**src/rtl/ad_pe_pipe.sv**
```systemverilog
// Pipelined absolute-difference PE: adds |ref - cur| per lane to a partial-SAD vector behind a
// valid/ready handshake with a two-entry skid buffer. Define AD_PE_SATURATE_EN for clamping lanes.
module ad_pe_pipe #(
    parameter int PIXELS_IN_BATCH           = 16,
    parameter int BIT_DEPTH                 = 8,
    parameter int INPUT_PSAD_BITS_PER_PIXEL = 11,
    parameter int COUNT_BITS                = 16
) (
    input  logic                                                 clk,
    input  logic                                                 rst_n,
    input  logic                                                 in_valid,
    output logic                                                 in_ready,
    input  logic [PIXELS_IN_BATCH*BIT_DEPTH-1:0]                 in_reference,
    input  logic [BIT_DEPTH-1:0]                                 in_current,
    input  logic [INPUT_PSAD_BITS_PER_PIXEL*PIXELS_IN_BATCH-1:0] in_psad,
    input  logic                                                 in_first,
    input  logic                                                 in_last,
    output logic                                                 out_valid,
    input  logic                                                 out_ready,
    output logic [PIXELS_IN_BATCH*BIT_DEPTH-1:0]                 out_reference,
    output logic [INPUT_PSAD_BITS_PER_PIXEL*PIXELS_IN_BATCH-1:0] out_psad,
    output logic                                                 out_last,
    output logic [COUNT_BITS-1:0]                                beat_count,
    output logic                                                 sat_flag
);

    localparam int W  = INPUT_PSAD_BITS_PER_PIXEL;
    localparam int RW = PIXELS_IN_BATCH * BIT_DEPTH;
    localparam int PW = W * PIXELS_IN_BATCH;

    typedef struct packed {
        logic [RW-1:0] reference;
        logic [PW-1:0] psad;
        logic          last;
    } beat_t;

    beat_t main_q;
    beat_t skid_q;
    beat_t new_beat;
    logic  skid_valid;
    logic  accept;
    logic  transfer;

    logic [PW-1:0]              lane_psad;
    logic [PIXELS_IN_BATCH-1:0] lane_clamp;

    // Ready depends only on the skid register, so out_ready never reaches in_ready combinationally.
    assign in_ready = !skid_valid;
    assign accept   = in_valid && in_ready;
    assign transfer = out_valid && out_ready;

    for (genvar i = 0; i < PIXELS_IN_BATCH; i++) begin : g_lane
        logic [BIT_DEPTH-1:0] ref_px;
        logic [BIT_DEPTH-1:0] diff;
        logic [W:0]           base;
        logic [W:0]           sum;

        assign ref_px = in_reference[i*BIT_DEPTH +: BIT_DEPTH];
        assign diff   = (ref_px >= in_current) ? (ref_px - in_current) : (in_current - ref_px);
        assign base   = in_first ? '0 : {1'b0, in_psad[i*W +: W]};
        assign sum    = base + {{(W + 1 - BIT_DEPTH){1'b0}}, diff};
`ifdef AD_PE_SATURATE_EN
        assign lane_psad[i*W +: W] = sum[W] ? {W{1'b1}} : sum[W-1:0];
        assign lane_clamp[i]       = sum[W];
`else
        assign lane_psad[i*W +: W] = sum[W-1:0];
        assign lane_clamp[i]       = 1'b0;
`endif
    end

    assign new_beat = '{reference: in_reference, psad: lane_psad, last: in_last};

    assign out_reference = main_q.reference;
    assign out_psad      = main_q.psad;
    assign out_last      = main_q.last;

    // NOTE: both beat registers, data included, are reset because the out_* fields have
    // defined reset values and a reset mid-stream must discard anything still held.
    always_ff @(posedge clk or negedge rst_n) begin
        if (!rst_n) begin
            out_valid  <= 1'b0;
            main_q     <= '0;
            skid_valid <= 1'b0;
            skid_q     <= '0;
            beat_count <= '0;
        end else begin
            // NOTE: non-blocking assignments, so every branch below sees pre-edge register values.
            if (accept) begin
                beat_count <= beat_count + COUNT_BITS'(1);
            end
            if (skid_valid) begin
                if (transfer) begin
                    main_q     <= skid_q;
                    skid_valid <= 1'b0;
                end
            end else if (accept) begin
                if (!out_valid || out_ready) begin
                    main_q    <= new_beat;
                    out_valid <= 1'b1;
                end else begin
                    skid_q     <= new_beat;
                    skid_valid <= 1'b1;
                end
            end else if (transfer) begin
                out_valid <= 1'b0;
            end
        end
    end

`ifdef AD_PE_SATURATE_EN
    always_ff @(posedge clk or negedge rst_n) begin
        if (!rst_n) begin
            sat_flag <= 1'b0;
        end else if (accept && (|lane_clamp)) begin
            sat_flag <= 1'b1;
        end
    end
`else
    assign sat_flag = 1'b0;
    logic unused_clamp;
    assign unused_clamp = |lane_clamp;
`endif

endmodule

```
**config.mk**
```make
export PLATFORM = sky130hd
export DESIGN_NAME = ad_pe_pipe
export DESIGN_NICKNAME = d
export VERILOG_FILES = /design/src/rtl/ad_pe_pipe.sv
export SDC_FILE = /design/constraint.sdc
export NUM_CORES = 2
export LEC_CHECK = 0
export ABC_AREA = 1
export ABC_CLOCK_PERIOD_IN_PS = 1380
export CORE_ASPECT_RATIO = 0.9
export CORE_MARGIN = 1
export CORE_UTILIZATION = 30
export CTS_CLUSTER_DIAMETER = 120
export DETAILED_ROUTE_END_ITERATION = 16
export GPL_ROUTABILITY_DRIVEN = 0
export PLACE_DENSITY = 0.59
export SLEW_MARGIN = 40
export SYNTH_ARGS = -nofsm -noshare
export SYNTH_HDL_FRONTEND = slang
export SYNTH_SLANG_ARGS = --single-unit
```
**constraint.sdc**
```tcl
create_clock -name clk -period 1.38 [get_ports clk]
set_input_delay 0.138 -clock clk [delete_from_list [all_inputs] [get_ports clk]]
set_output_delay 0.138 -clock clk [all_outputs]
set_load 0.05 [all_outputs]
```
After elaboration in Yosys (flattened, before gate mapping)
Index checks and enable logic that the tools add are counted. Widths: inputs -> output; s select.

Add/subtract/negate cells: 49. Magnitude comparators: 16. Equality and inequality tests: 2. Multiplexer cells: 43. Bitwise gates (word level): 2. Reductions and logical operators: 11.

Operators with widths (number): $mux 305 (4); $sub 8x8->8 (32); $add 11x8->11 (16); $mux 11 (16); $ge 8x8->1 (16); $mux 8 (16); $add 16x1->16 const B (1); $reduce_and 3->1 (3); $mux 1 (7); $reduce_bool 2->1 (3); $ne 2x1->1 const B (2); $logic_and 1x1->1 (2); $logic_not 1->1 (2); $not 1->1 (2); $logic_or 1x1->1 (1).

Register bits: 628. Input port bits: 318. Output and inout bits: 324. Logic and storage cells: 132.

Depth between registers and ports, before layout
Word-level depth: 6. Mapped depth: 23. Gate-level depth less buffers: 23.

Worst setup path after synthesis
No wires, ideal clock.

Path kind: input port to flip-flop. From: input in_current[1]. To: register main_q, in the netlist out_psad[39]. Library setup time: 0.118 ns. Arrival: 3.140 ns. Data required time: 1.262 ns. Setup slack: -1.877 ns. Stages on the path: 17. Buffers on the path: 0. Cells stage by stage: inv_1 > fa_1 > nand3_1 > nand2_1 > o21ai_0 > nand2_1 > nand2_1 > o21ai_0 > fa_1 > nand3b_1 > nand2_1 > nand2_1 > nand2_1 > xor2_1 > nand2_1 > nand2_1 > nand2_1.

Word-level cells in the longest chain between the ends: 6. Elaborated cells on any way between the ends: 8. Those cells by class: add/sub (3); order compare (1); mux (4).

Ends and longest elaborated chain: start, declared (line 14) `input logic [BIT_DEPTH-1:0] in_current,`; $sub 8x8->8 or $ge 8x8->1 (tied branches) (line 59) `assign diff = (ref_px >= in_current) ? (ref_px - in_current) : (in_current - ref_px);`; $mux 8 * (line 59); $add 11x8->11 * (line 61) `assign sum = base + {{(W + 1 - BIT_DEPTH){1'b0}}, diff};`; $mux 305 * (line 97) `if (!out_valid || out_ready) begin`; $mux 305 * (line 96) `end else if (accept) begin`; $mux 305 * (line 91) `if (skid_valid) begin`; end signal, assigned (line 93) `main_q <= skid_q;`; end signal, assigned (line 98) `main_q <= new_beat;`; end, declared (line 37) `beat_t main_q;`.

Every way passes the cells marked *; elsewhere a longest branch is shown, timed or not. The select of a mux whose other input is x is not followed. A chain may end at the register's enable or synchronous reset.

Worst setup path after layout
From: input in_current[1]. To: register skid_q[120] (netlist name).

Word-level cells in the longest chain between the ends: 3. Elaborated cells on any way between the ends: 5. Those cells by class: add/sub (3); order compare (1); mux (1).

Ends and longest elaborated chain: $sub 8x8->8 or $ge 8x8->1 (tied branches) (line 59); $mux 8 * (line 59); $add 11x8->11 * (line 61); end signal, assigned (line 101) `skid_q <= new_beat;`; end, declared (line 38) `beat_t skid_q;`.

Every way passes the cells marked *; elsewhere a longest branch is shown, timed or not.

==> results.cfg <==
[floorplan]
dieArea_mm2 = 0.158
ios = 642
fp.dieW_um = 418
core_area_mm2 = 0.155
die_y_um = 377
std_cell_rows = 137
initial_core_util = 0.302

[placed_design]
pre_cts_ws_ns = -2.15
dp.cells = 10400
numPortBuffers = 640
hpwl_mm = 158
dpl_cell_area_mm2 = 0.0683

[clock_tree]
cts_tree = done
h-tree-depth = 3
cts_buffer_depth = 3
cts_root_buf = clkbuf_16
clock-sinks = 628
path_clk_slew_ns = 0.06
clk-insertion-delay-late_ns = 0.69
numCtsBuffers = 80

[route]
postRouteAntennaNets = 0
wl_per_cell_um = 20.0
wirelength_mm = 216
drc = 4
via_per_inst = 4.96
drt_iter0_drc = 4008
wl_met1_mm = 78.8
dr.pass1.iters = 14
vias = 53700
dr_wl_met2_mm = 107
wl_met3_mm = 12.6
highest-signal-layer = met5

[grt]
grt-ovfl-total = 0
grt_pass1_wl_mm = 313
grt_usage = 0.260
antenna_found_initial = 15
grt_pass1_vias = 52800
grt_max_degree = 86

[sta]
slew_headroom = 0.507
grt_setup_unrepaired = true
tns_ns = -386.90
fmax_mhz = 418
setup_slack_ns = -1.01
hold_viol_final = 0
tightest_slew_ns = 0.738
final.period_utilization = 1.73
min_period_ns = 2.39
maxSlewViolCount = 0
whs_ns = 0.0366
setup_viol = 948
finalClockSkew_ns = 0.0204

[worst_setup_path]
crit_start = in_current[1]
start_kind = input port
arrival_ns = 3.02
cp_data_required_time_ns = 2.01
cp_max_fo = 5
crit_path_top_delay_cell = fa_2
worst-path-buf-inv = 7
cp_common_cell = nand2_2
crit_path_end_kind = flip-flop
reg2reg_from = skid_valid$_DFF_PN0_
cpPeakStageDelay_ns = 0.37
crit_chain = buf_8 > clkinvlp_4 > buf_12 > buf_12 > buf_6 > fa_2 > nand3_2 > nand2_2 > o21ai_4 > nand2_4 > o21ai_4 > inv_2 > ha_4 > nand2_2 > nand2_2 > nand3_2 > nand2_2 > nand2_2 > nand2_2 > nand2_2 > buf_6 > nand2_2 > nand2_1 > nand2_1
critPathKind = input port to flip-flop
crit_family = simple AND/OR/NAND/NOR gates

[synth]
synth.avg_cell_area_um2 = 6.81
syn_area_mm2 = 0.0468
synth_edf_count = 0
netlist-cell-type-count = 32
synthArstFlopShare = 1.00
yosysWarnings = 0
syn_nets = 7607
synthCells = 6872
synth-seq-cells = 628
ys_seq_area_frac = 0.336
synth_ff_type = dfrtp_1

[status]
status = finished with violations
violations = DRC, setup timing

[power]
leakage_nw = 40.5
power_mw = 124
ir_drop_mv = 1.23
pwr_density_cell_mw_per_mm2 = 1520

[final_layout]
nets = 9415
final_core_util = 0.527
final_common_cell = nand2_1
final_cell_mix = nand2_1, buf_4, dfrtp_1, inv_1, nor2_1
area_growth_pct = 74.7
drive_gt1_frac = 0.393
final_cells = 10800
finalInstanceArea_mm2 = 0.0817

[flow_run]
max_cap_viol_count = 0

[worst_hold_path]
hold_path.startpoint = in_reference[71]
hold_path.class = input port to flip-flop
-- layout make-up --
class | instances | area (µm²)
clock inverters | 36 | 519
well taps | 2085 | 2610
multi-input cells | 5132 | 35700
diodes | 9 | 22.5
repair buffers | 1966 | 21400
clock buffers | 110 | 2280
inverters | 872 | 3440
flip-flops and latches | 628 | 15700
fillers | 13900 | 73200
-- synth_stat cells, types with 2 or more instances --
master / instances / area, µm²
inv_1: 865 / 3250
dfrtp_1: 628 / 15700
o21bai_1: 3 / 22.5
fa_1: 48 / 961
nand3b_1: 5 / 37.5
nor2_1: 660 / 2480
or2_2: 32 / 200
buf_2: 153 / 766
a31oi_1: 179 / 1120
ha_1: 369 / 4620
a21oi_1: 309 / 1550
clkbuf_1: 66 / 248
o21a_1: 68 / 510
nand4_1: 47 / 294
nand2_1: 2428 / 9110
nand3_1: 348 / 1740
nor2_2: 2 / 12.5
xnor2_1: 48 / 420
buf_1: 4 / 15.0
inv_2: 6 / 22.5
nor2_4: 3 / 33.8
nor3_1: 34 / 170
xor2_1: 145 / 1270
buf_4: 11 / 82.6
o21ai_0: 207 / 1040
o21ai_1: 186 / 931
buf_6: 13 / 146
-- timing repair --
action,4_1_cts,5_1_grt
resized for setup,1194,997
pin swaps,448,655
hold endpoints to repair,728,35
cloned,11,0
endpoints found under the setup margin,943,955
hold buffers,100,35
buffers inserted,88,71
-- sequential cells by signal, indices dropped and copies added (netlist names) --
name,cells
out_psad,176
out_valid,1
out_reference,128
beat_count,16
skid_valid,1
skid_q,305
out_last,1
-- routing by layer --
layer | up-vias | track usage
met5 | - | 0
met4 | 8 | 0.185
met3 | 561 | 0.0395
met2 | 1958 | 0.457
met1 | 25900 | 0.287
li1 | 25300 | -
-- power by group --
part / switching (mW) / internal [mW] / leakage (nW)
Combinational: 39.3 / 31.4 / 31.6
Sequential: 6.16 / 24.7 / 7.55
Clock: 9.17 / 13.6 / 1.38
-- cells by family (layout without fill, tap and decap cells) --
family / after synthesis / in the layout / synth area share
buffers and inverters: 1119 / 2984 / 0.0969
adders and majority gates: 417 / 417 / 0.119
xor gates and xnor gates: 193 / 193 / 0.0361
AOI/OAI and AO/OA: 954 / 954 / 0.111
other: 1 / 10 / 0.0000801
and+or+nand+nor: 3560 / 3567 / 0.301
DFF: 628 / 628 / 0.336
-- final timing paths --
kind	slack, ns	cells after the start	end
max in group asynchronous	-0.05	3	out_reference[43]$_DFFE_PN0P_
min in group asynchronous	0.25	3	skid_q[253]$_DFFE_PN0P_
max reg2reg	-0.53	8	out_reference[69]$_DFFE_PN0P_
min	0.04	4	skid_q[248]$_DFFE_PN0P_
min reg2reg	0.46	2	skid_q[69]$_DFFE_PN0P_
max	-1.01	24	skid_q[120]$_DFFE_PN0P_
-- worst min-delay path, cell delays in order --
cell and delay, ns:
dlygate4sd2_1 0.30, buf_4 0.15, nand2_1 0.05, nand2_1 0.06
Note: power is estimated with default switching activity, not from simulation.
